[config.mk]
export PLATFORM = sky130hd
export DESIGN_NAME = matrix_prog_ctrl
export DESIGN_NICKNAME = d
export VERILOG_FILES = /design/src/rtl/matrix_prog_ctrl_pkg.sv /design/src/rtl/matrix_prog_ctrl_addr_decode.sv /design/src/rtl/matrix_prog_ctrl.sv
export SDC_FILE = /design/constraint.sdc
export NUM_CORES = 1
export LEC_CHECK = 0
export BUFFER_PORTS_ARGS = -buffer_cell sky130_fd_sc_hd__buf_2
export CAP_MARGIN = 20
export CORE_MARGIN = 2
export CORE_UTILIZATION = 40
export CTS_CLUSTER_SIZE = 8
export DETAILED_ROUTE_END_ITERATION = 10
export PLACE_DENSITY_LB_ADDON = 0.08
export SLEW_MARGIN = 30
export SYNTH_ARGS = -nofsm -noshare
export SYNTH_HDL_FRONTEND = slang
export SYNTH_SLANG_ARGS = --single-unit
[constraint.sdc]
create_clock -name clk -period 3.9 [get_ports clk]
set_input_delay 0.585 -clock clk [delete_from_list [all_inputs] [get_ports clk]]
set_output_delay 0.585 -clock clk [all_outputs]
set_load 0.005 [all_outputs]
[src/rtl/matrix_prog_ctrl_pkg.sv]
// Shared definitions for the matrix programming controller: FSM state
// encoding and the command address field layout.
package matrix_prog_ctrl_pkg;

   typedef enum logic [2:0] {
      ST_IDLE,
      ST_SETUP,
      ST_STROBE,
      ST_RWAIT,
      ST_RESP,
      ST_SWEEP_SETUP,
      ST_SWEEP_STROBE
   } state_e;

   // Address layout: {must-be-zero, vh, s_addr, d_addr}
   localparam int unsigned D_LSB = 0;

   function automatic int unsigned s_lsb(input int unsigned logn);
      return logn;
   endfunction

   function automatic int unsigned vh_bit(input int unsigned logn);
      return 2 * logn;
   endfunction

endpackage

[src/rtl/matrix_prog_ctrl_addr_decode.sv]
// Combinational split of a command address into destination, source,
// vertical/horizontal select and a decode error for nonzero upper bits.
module prog_addr_decode
   import matrix_prog_ctrl_pkg::*;
#(
   parameter int unsigned LOGN = 3
)
(
   input  logic [31:0]     addr_i,
   output logic [LOGN-1:0] s_o,
   output logic [LOGN-1:0] d_o,
   output logic            vh_o,
   output logic            err_o
);

   localparam int unsigned S_LSB  = s_lsb(LOGN);
   localparam int unsigned VH_BIT = vh_bit(LOGN);

   // Field extraction; any bit above vh flags the address as invalid
   always_comb begin
      d_o   = addr_i[D_LSB +: LOGN];
      s_o   = addr_i[S_LSB +: LOGN];
      vh_o  = addr_i[VH_BIT];
      err_o = |(addr_i >> (VH_BIT + 1));
   end

endmodule

[src/rtl/matrix_prog_ctrl.sv]
// Command/response front end for a crosspoint matrix: single reads and
// writes through a handshake, plus a full-matrix fill sweep.
module matrix_prog_ctrl
   import matrix_prog_ctrl_pkg::*;
#(
   parameter  int unsigned N      = 8,
   parameter  int unsigned RD_LAT = 1,
   localparam int unsigned LOGN   = $clog2(N)
)
(
   input  logic            clk,
   input  logic            axi_rst,
   input  logic            cmd_valid,
   output logic            cmd_ready,
   input  logic            cmd_write,
   input  logic [31:0]     cmd_addr,
   input  logic [31:0]     cmd_wdata,
   output logic            rsp_valid,
   input  logic            rsp_ready,
   output logic [31:0]     rsp_rdata,
   output logic            rsp_err,
   input  logic            sweep_start,
   input  logic [31:0]     sweep_wdata,
   output logic            sweep_busy,
   output logic            sweep_done,
   output logic [LOGN:0]   s_addr,
   output logic [LOGN:0]   d_addr,
   output logic            vh,
   output logic            wr_match,
   output logic            wready,
   output logic [31:0]     wdata,
   input  logic [31:0]     rdata
);

   localparam int unsigned IW       = 2 * LOGN + 1;
   localparam int unsigned S_LSB    = s_lsb(LOGN);
   localparam int unsigned VH_BIT   = vh_bit(LOGN);
   localparam logic [1:0]  LAT_INIT = 2'(RD_LAT - 1);

   state_e            state_q;
   logic [IW-1:0]     idx_q;
   logic [IW-1:0]     idx_d;
   logic [1:0]        lat_q;
   logic              is_wr_q;

   logic              cmd_ready_q;
   logic              rsp_valid_q;
   logic [31:0]       rsp_rdata_q;
   logic              rsp_err_q;
   logic              busy_q;
   logic              done_q;
   logic [LOGN-1:0]   s_q;
   logic [LOGN-1:0]   d_q;
   logic              vh_q;
   logic              wr_match_q;
   logic              wready_q;
   logic [31:0]       wdata_q;

   logic [LOGN-1:0]   dec_s;
   logic [LOGN-1:0]   dec_d;
   logic              dec_vh;
   logic              dec_err;

   prog_addr_decode #(.LOGN(LOGN)) u_dec (
      .addr_i (cmd_addr),
      .s_o    (dec_s),
      .d_o    (dec_d),
      .vh_o   (dec_vh),
      .err_o  (dec_err)
   );

   // Next sweep index; the sweep ends on all-ones so this never wraps in use
   always_comb begin
      idx_d = idx_q + 1'b1;
   end

   // Control FSM; every output is set on the transition into the state that owns it
   always_ff @(posedge clk) begin
      if (axi_rst) begin
         state_q     <= ST_IDLE;
         idx_q       <= '0;
         lat_q       <= '0;
         is_wr_q     <= 1'b0;
         cmd_ready_q <= 1'b1;
         rsp_valid_q <= 1'b0;
         rsp_rdata_q <= '0;
         rsp_err_q   <= 1'b0;
         busy_q      <= 1'b0;
         done_q      <= 1'b0;
         s_q         <= '0;
         d_q         <= '0;
         vh_q        <= 1'b0;
         wr_match_q  <= 1'b0;
         wready_q    <= 1'b0;
         wdata_q     <= '0;
      end else begin
         done_q   <= 1'b0;
         wready_q <= 1'b0;
         case (state_q)
            ST_IDLE: begin
               if (sweep_start) begin
                  state_q     <= ST_SWEEP_SETUP;
                  cmd_ready_q <= 1'b0;
                  busy_q      <= 1'b1;
                  idx_q       <= '0;
                  s_q         <= '0;
                  d_q         <= '0;
                  vh_q        <= 1'b0;
                  wdata_q     <= sweep_wdata;
                  wr_match_q  <= 1'b1;
               end else if (cmd_valid && cmd_ready_q) begin
                  cmd_ready_q <= 1'b0;
                  is_wr_q     <= cmd_write;
                  if (dec_err) begin
                     state_q     <= ST_RESP;
                     rsp_valid_q <= 1'b1;
                     rsp_err_q   <= 1'b1;
                     rsp_rdata_q <= '0;
                  end else begin
                     state_q    <= ST_SETUP;
                     s_q        <= dec_s;
                     d_q        <= dec_d;
                     vh_q       <= dec_vh;
                     wdata_q    <= cmd_wdata;
                     wr_match_q <= 1'b1;
                  end
               end
            end
            ST_SETUP: begin
               if (is_wr_q) begin
                  state_q  <= ST_STROBE;
                  wready_q <= 1'b1;
               end else begin
                  state_q <= ST_RWAIT;
                  lat_q   <= LAT_INIT;
               end
            end
            ST_STROBE: begin
               state_q     <= ST_RESP;
               wr_match_q  <= 1'b0;
               rsp_valid_q <= 1'b1;
               rsp_err_q   <= 1'b0;
               rsp_rdata_q <= '0;
            end
            ST_RWAIT: begin
               if (lat_q == '0) begin
                  state_q     <= ST_RESP;
                  wr_match_q  <= 1'b0;
                  rsp_valid_q <= 1'b1;
                  rsp_err_q   <= 1'b0;
                  rsp_rdata_q <= rdata;
               end else begin
                  lat_q <= lat_q - 1'b1;
               end
            end
            ST_RESP: begin
               if (rsp_ready) begin
                  state_q     <= ST_IDLE;
                  rsp_valid_q <= 1'b0;
                  rsp_err_q   <= 1'b0;
                  rsp_rdata_q <= '0;
                  cmd_ready_q <= 1'b1;
               end
            end
            ST_SWEEP_SETUP: begin
               state_q  <= ST_SWEEP_STROBE;
               wready_q <= 1'b1;
            end
            ST_SWEEP_STROBE: begin
               if (idx_q == '1) begin
                  state_q     <= ST_IDLE;
                  busy_q      <= 1'b0;
                  done_q      <= 1'b1;
                  wr_match_q  <= 1'b0;
                  cmd_ready_q <= 1'b1;
               end else begin
                  state_q <= ST_SWEEP_SETUP;
                  idx_q   <= idx_d;
                  d_q     <= idx_d[D_LSB +: LOGN];
                  s_q     <= idx_d[S_LSB +: LOGN];
                  vh_q    <= idx_d[VH_BIT];
               end
            end
            default: begin
               state_q     <= ST_IDLE;
               cmd_ready_q <= 1'b1;
               rsp_valid_q <= 1'b0;
               busy_q      <= 1'b0;
               wr_match_q  <= 1'b0;
            end
         endcase
      end
   end

   assign cmd_ready  = cmd_ready_q;
   assign rsp_valid  = rsp_valid_q;
   assign rsp_rdata  = rsp_rdata_q;
   assign rsp_err    = rsp_err_q;
   assign sweep_busy = busy_q;
   assign sweep_done = done_q;
   assign s_addr     = {1'b0, s_q};
   assign d_addr     = {1'b0, d_q};
   assign vh         = vh_q;
   assign wr_match   = wr_match_q;
   assign wready     = wready_q;
   assign wdata      = wdata_q;

endmodule

=== Word level (Yosys, flattened, before mapping) ===
Cells that the tools add are included.

* $add $sub $neg: 2
* Eq/ne operators: 20
* Multiplexer cells: 61
* Bitwise gates (word level): 6
* Reduce and logical (&&, ||, !) cells: 24

{| class="wikitable"
|+ Operator list
! operator !! count
|-
| 2-to-1 mux 32 bit || 8
|-
| one-hot mux 32 bit (4 select lines) || 1
|-
| 2-to-1 mux 3 bit || 14
|-
| OR reduction 25 bit || 1
|-
| 2-to-1 mux 1 bit || 22
|-
| != test 2 bit, second input constant || 11
|-
| one-hot mux 3 bit (7 select lines) || 1
|-
| AND reduction 3 bit || 6
|-
| 2-to-1 mux 7 bit || 2
|-
| one-hot mux 7 bit (2 select lines) || 1
|-
| one-hot mux 1 bit (4 select lines) || 3
|-
| one-hot mux 3 bit (2 select lines) || 2
|-
| AND reduction 6 bit || 2
|-
| equality test 3 bit, second input constant || 3
|-
| AND reduction 4 bit || 2
|-
| adder 7 x 1 -> 7 bit, second input constant || 1
|-
| equality test 7 bit, second input constant || 1
|-
| equality test 3 x 2 -> 1 bit, second input constant || 2
|-
| != test 3 bit, second input constant || 2
|-
| inverter 1 bit || 6
|-
| nonzero test 2 bit || 3
|-
| OR reduction 3 bit || 2
|-
| one-hot mux 1 bit (5 select lines) || 1
|-
| AND reduction 5 bit || 1
|-
| other kinds (13) || 15
|}

* Register bits: 91
* Bits of input ports: 134
* Output and inout port bits: 80
* Word-level logic and storage cells: 129

=== Longest topological paths before layout ===
* Depth after elaboration: 5
* Mapped depth: 9
* Mapped depth without buffers: 7

=== Hierarchy ===
A second synthesis with hierarchy kept.

* Cells, all modules: 497
* Area, all modules: 4,481.8 um^2

{| class="wikitable"
|+ By module, submodules not included
! module !! instances !! cells an instance !! area an instance (um^2) !! sequential area each (um^2)
|-
| matrix_prog_ctrl || 1 || 481 || 4,374.2 || 1,821.7
|-
| prog_addr_decode || 1 || 16 || 107.6 || 0.0
|}

=== Worst setup path after synthesis ===
OpenSTA, ideal clock, no wires.

* Path kind: input -> register
* From: input port cmd_addr[20]
* To: register d_q[1]
* Setup time: 0.123 ns
* Arrival time: 1.845 ns
* Data required time: 3.777 ns
* Setup slack: 1.932 ns
* Stages: 5
* Path buffers: 0
* Cell sequence: nor4_1 -> nand3_1 -> o21ai_2 -> a21oi_1 -> mux2_1

* Word-level cells in the longest chain between the ends: 3

{| class="wikitable"
|+ Ends and longest elaborated chain
! element !! RTL line !! source
|-
| start, declared || matrix_prog_ctrl.sv:16 || <nowiki>input logic [31:0] cmd_addr,</nowiki>
|-
| OR reduction 25 bit || matrix_prog_ctrl_addr_decode.sv:24 || <nowiki>err_o = |(addr_i >> (VH_BIT + 1));</nowiki>
|-
| != test 3 bit (no line) || n/a ||
|-
| AND reduction 4 bit (no line) || n/a ||
|-
| end signal, assigned || matrix_prog_ctrl.sv:179 || <nowiki>d_q <= idx_d[D_LSB +: LOGN];</nowiki>
|-
| end, declared || matrix_prog_ctrl.sv:53 || <nowiki>logic [LOGN-1:0] d_q;</nowiki>
|}

Every way passes these cells.
A chain may end at the register's enable or synchronous reset.

=== Final worst setup path ===
* From: register state_q[1]
* To: register wdata_q[29], in the netlist wdata[29]

* Word-level cells in the longest chain between the ends: 2

{| class="wikitable"
|+ Ends and longest elaborated chain
! element !! RTL line !! source
|-
| start, declared || matrix_prog_ctrl.sv:40 || <nowiki>state_e state_q;</nowiki>
|-
| start signal, assigned || matrix_prog_ctrl.sv:80 || <nowiki>state_q <= ST_IDLE;</nowiki>
|-
| start signal, assigned || matrix_prog_ctrl.sv:102 || <nowiki>state_q <= ST_SWEEP_SETUP;</nowiki>
|-
| start signal, assigned || matrix_prog_ctrl.sv:115 || <nowiki>state_q <= ST_RESP;</nowiki>
|-
| logical NOT 3 bit || matrix_prog_ctrl.sv:99 || <nowiki>case (state_q)</nowiki>
|-
| AND reduction 3 bit (no line) || n/a ||
|-
| end signal, assigned || matrix_prog_ctrl.sv:109 || <nowiki>wdata_q <= sweep_wdata;</nowiki>
|-
| end signal, assigned || matrix_prog_ctrl.sv:124 || <nowiki>wdata_q <= cmd_wdata;</nowiki>
|-
| end, declared || matrix_prog_ctrl.sv:57 || <nowiki>logic [31:0] wdata_q;</nowiki>
|}

Every way passes these cells.

==> results.py <==
metrics = {
    "global_routing": {
        "grt_pass1_wl_mm": 19.8,
        "grt_max_degree": 68,
        "grt_overflow_total": 0,
        "antenna_violations_before_repair": 0,
        "grt_pass1_vias": 4133,
        "grt_util_all_layers_pct": 21.4,
    },
    "routing": {
        "total_via_count_after_detailed_routing": 4384,
        "drt_first_pass_iters": 4,
        "drt_iter0_drc": 301,
        "vias_per_cell": 5.34,
        "drt-wirelength-per-cell_um": 15.4,
        "antenna_left": 0,
        "remaining_drc_errors": 0,
        "routed_wl_mm": 12.7,
    },
    "power_and_ir_drop": {
        "vdd_ir_drop_max_v": 0.000145,
        "design_power_total_mw": 2.09,
        "power.density_cell_area_mw_per_mm2": 383,
        "p_leak_nw": 2.32,
    },
    "hold_path": {
        "worst_hold_path.num_cells": 3,
        "worstHoldPathType": "input pin to register",
    },
    "synth": {
        "synthFlopType": "dfxtp_1",
        "synth-edff-count": 0,
        "ys_async_sr_fraction_pct": 0,
        "synth_cells": 495,
        "post-synth-top-area-fraction_pct": 43.3,
        "post_synth_main_area_contributors": "dfxtp_1 (43%), a21oi_1 (6.7%), a21oi_2 (6.2%)",
        "synth-warning-count": 0,
        "synth_top_area_cell": "dfxtp_1",
        "avgSynthCellArea_sq_um": 8.50,
        "synth_seq_area_share_pct": 43.3,
        "synth-seq-cells": 91,
        "synthesis.area_sq_mm": 0.00421,
        "yosysUniqueCellTypes": 50,
    },
    "timing": {
        "finalSetupViolations": 0,
        "hold_ws_ns": 0.455,
        "worst_rel_slew_slack_pct": 50.2,
        "rsz0062_at_grt": "false",
        "period_minus_ws_final_ns": 2.29,
        "maxSlewViolCount": 0,
        "final_min_period_over_clock_period_pct": 58.7,
        "worst_pin_slew_ns": 0.747,
        "finalClockSkew_ns": 0.0116,
        "hold_viol": 0,
        "timing.fmax_ghz": 0.437,
        "totalNegativeSetupSlack_ns": 0,
    },
    "floorplanning": {
        "core_area_sq_mm": 0.0103,
        "ios": 214,
        "die_area_sq_mm": 0.0114,
        "start_util_pct": 41.0,
        "die-height_um": 107,
        "die-width_um": 107,
        "placementRows": 37,
    },
    "cells_and_area": {
        "fin_util_pct": 53.3,
        "design.final.nets": 816,
        "n_antenna_cell": 0,
        "post_route_cells_drive_above_1_share_pct": 40.3,
        "synthToLayoutAreaGrowth_pct": 30.1,
    },
    "clock_tree": {
        "cts-htree-levels": 3,
        "clk-insertion-delay-late_ns": 0.36,
        "cts-root-buf": "clkbuf_8",
        "numCtsBuffers": 9,
        "cts.sink_count": 91,
        "cts_post_setup_buffers_inserted": 0,
        "cts_resized": 0,
        "cts_hold_buf": 0,
        "clk_pin_slew_ns": 0.09,
        "cts.path.max_buffers": 2,
        "tritoncts": "built",
    },
    "critical_path": {
        "timing.setup.critical_path_class": "register to register",
        "cp.required_ns": 4.18,
        "critical-path-max-stage-delay_ns": 0.53,
        "worst_path_max_delay_cell": "nor3_4",
        "cp_data_arrival_time_ns": 2.57,
        "timing.critical_path.cells": "nor3_1 > nand2_1 > nor3_4 > buf_8 > a22oi_1 > a21oi_1",
        "critical_path_source_type": "register",
        "r2r_cells": 6,
        "critical_path_peak_fanout": 18,
        "critical_path.endpoint_type": "register",
    },
    "placed_design": {
        "gp_routability_congestion": 0.884,
        "detailedPlacementHpwl_mm": 8.93,
        "port-buffer-count": 211,
    },
    "flow_run": {
        "drv.max_cap_violation_count": 0,
    },
    "status": {
        "status": "finished, final reports clean",
    },
}
placed cells by master (no fill, tap or decap), types with 5 or more instances in the layout:
cell type,instances
nor3_1,9
a22oi_1,32
a21oi_1,56
nand3_1,8
buf_4,7
clkbuf_8,10
o21ai_0,44
a21oi_2,30
inv_1,8
buf_2,210
and3_1,7
a31oi_1,6
nand3b_1,5
o21ai_1,32
nand2_1,43
dfxtp_1,91
a211oi_1,9
nor4_1,5
nor2_1,23
synthesized netlist by cell type (5+ instances only):
| library cell | instances |
|---|---|
| nor3_1 | 9 |
| o21ai_1 | 32 |
| a211oi_1 | 9 |
| buf_2 | 13 |
| nor4_1 | 5 |
| nand3b_1 | 5 |
| a21oi_2 | 30 |
| inv_1 | 8 |
| a21oi_1 | 56 |
| a22oi_1 | 32 |
| a31oi_1 | 6 |
| dfxtp_1 | 91 |
| nand3_1 | 8 |
| nor2_1 | 23 |
| nand2_1 | 43 |
| and3_1 | 7 |
| clkbuf_1 | 26 |
| o21ai_0 | 44 |
power breakdown:
group	total (mW)	internal [mW]	switching (mW)
clock	0.594	0.252	0.342
sequential	1.04	0.988	0.0505
combinational	0.462	0.188	0.275
registers in the layout, summed over array words and instances, names as in the netlist:
name and flops:
rsp_rdata 32, wready 1, state_q 3, sweep_busy 1
vh 1, lat_q 2, d_q 3, sweep_done 1
idx_q 7, cmd_ready 1, wr_match 1, s_q 3
rsp_valid 1, rsp_err 1, is_wr_q 1, wdata 32
metrics by stage:
stage	worst slack (ns)	cells	area, sq um
CTS	1.43	821	5470
finish	1.61	821	5470
floorplan	1.93	496	4210
detailed placement	1.04	805	5290
global route	1.34	821	5470
global placement	1.10	804	5280
kinds of logic after synthesis:
kind of cell	Yosys count	synth area share, %
AO/OA/AOI/OAI	224	33.8
AND/OR/NAND/NOR	117	14.8
flip-flops	91	43.3
buffers and inverters	53	5.83
multiplexers	4	1.01
XOR/XNOR	3	0.624
adder cells (fa/ha/maj)	2	0.594
other	1	0.0891
final cells by class:
type,count,area (sq um)
clock buffer,11,141
clock inverter,5,37.5
fill,1015,4800
inverter,8,30.0
multi-input combinational,352,2150
sequential,91,1820
tap,136,170
timing repair buffer,218,1120
final timing paths:
path	start	endpoint	slack (ns)
setup / recovery	state_q[1]	wdata[29]	1.61
hold / removal	rdata[29]	rsp_rdata[29]	0.45
setup reg to reg	state_q[1]	wdata[29]	1.61
hold reg to reg	s_q[2]	s_q[2]	0.46
routing by layer:
layer / part of all wire, % / global-route usage (%) / routed length, um
met1: 43 / 27.7 / 5460
met2: 47 / 35.3 / 5980
met3: 7.9 / 4.62 / 1000
met4: 1.8 / 7.51 / 226
met5: 0 / 0 / 0
worst max-delay path: cells and delay by family, from the launching register on:
family                 cells  cell delay (ns)
flip-flops                 1             0.51
AO/OA/AOI/OAI              2             0.24
AND/OR/NAND/NOR            3             1.21
buffers and inverters      1             0.25
Power figures use the tool's default switching activity.
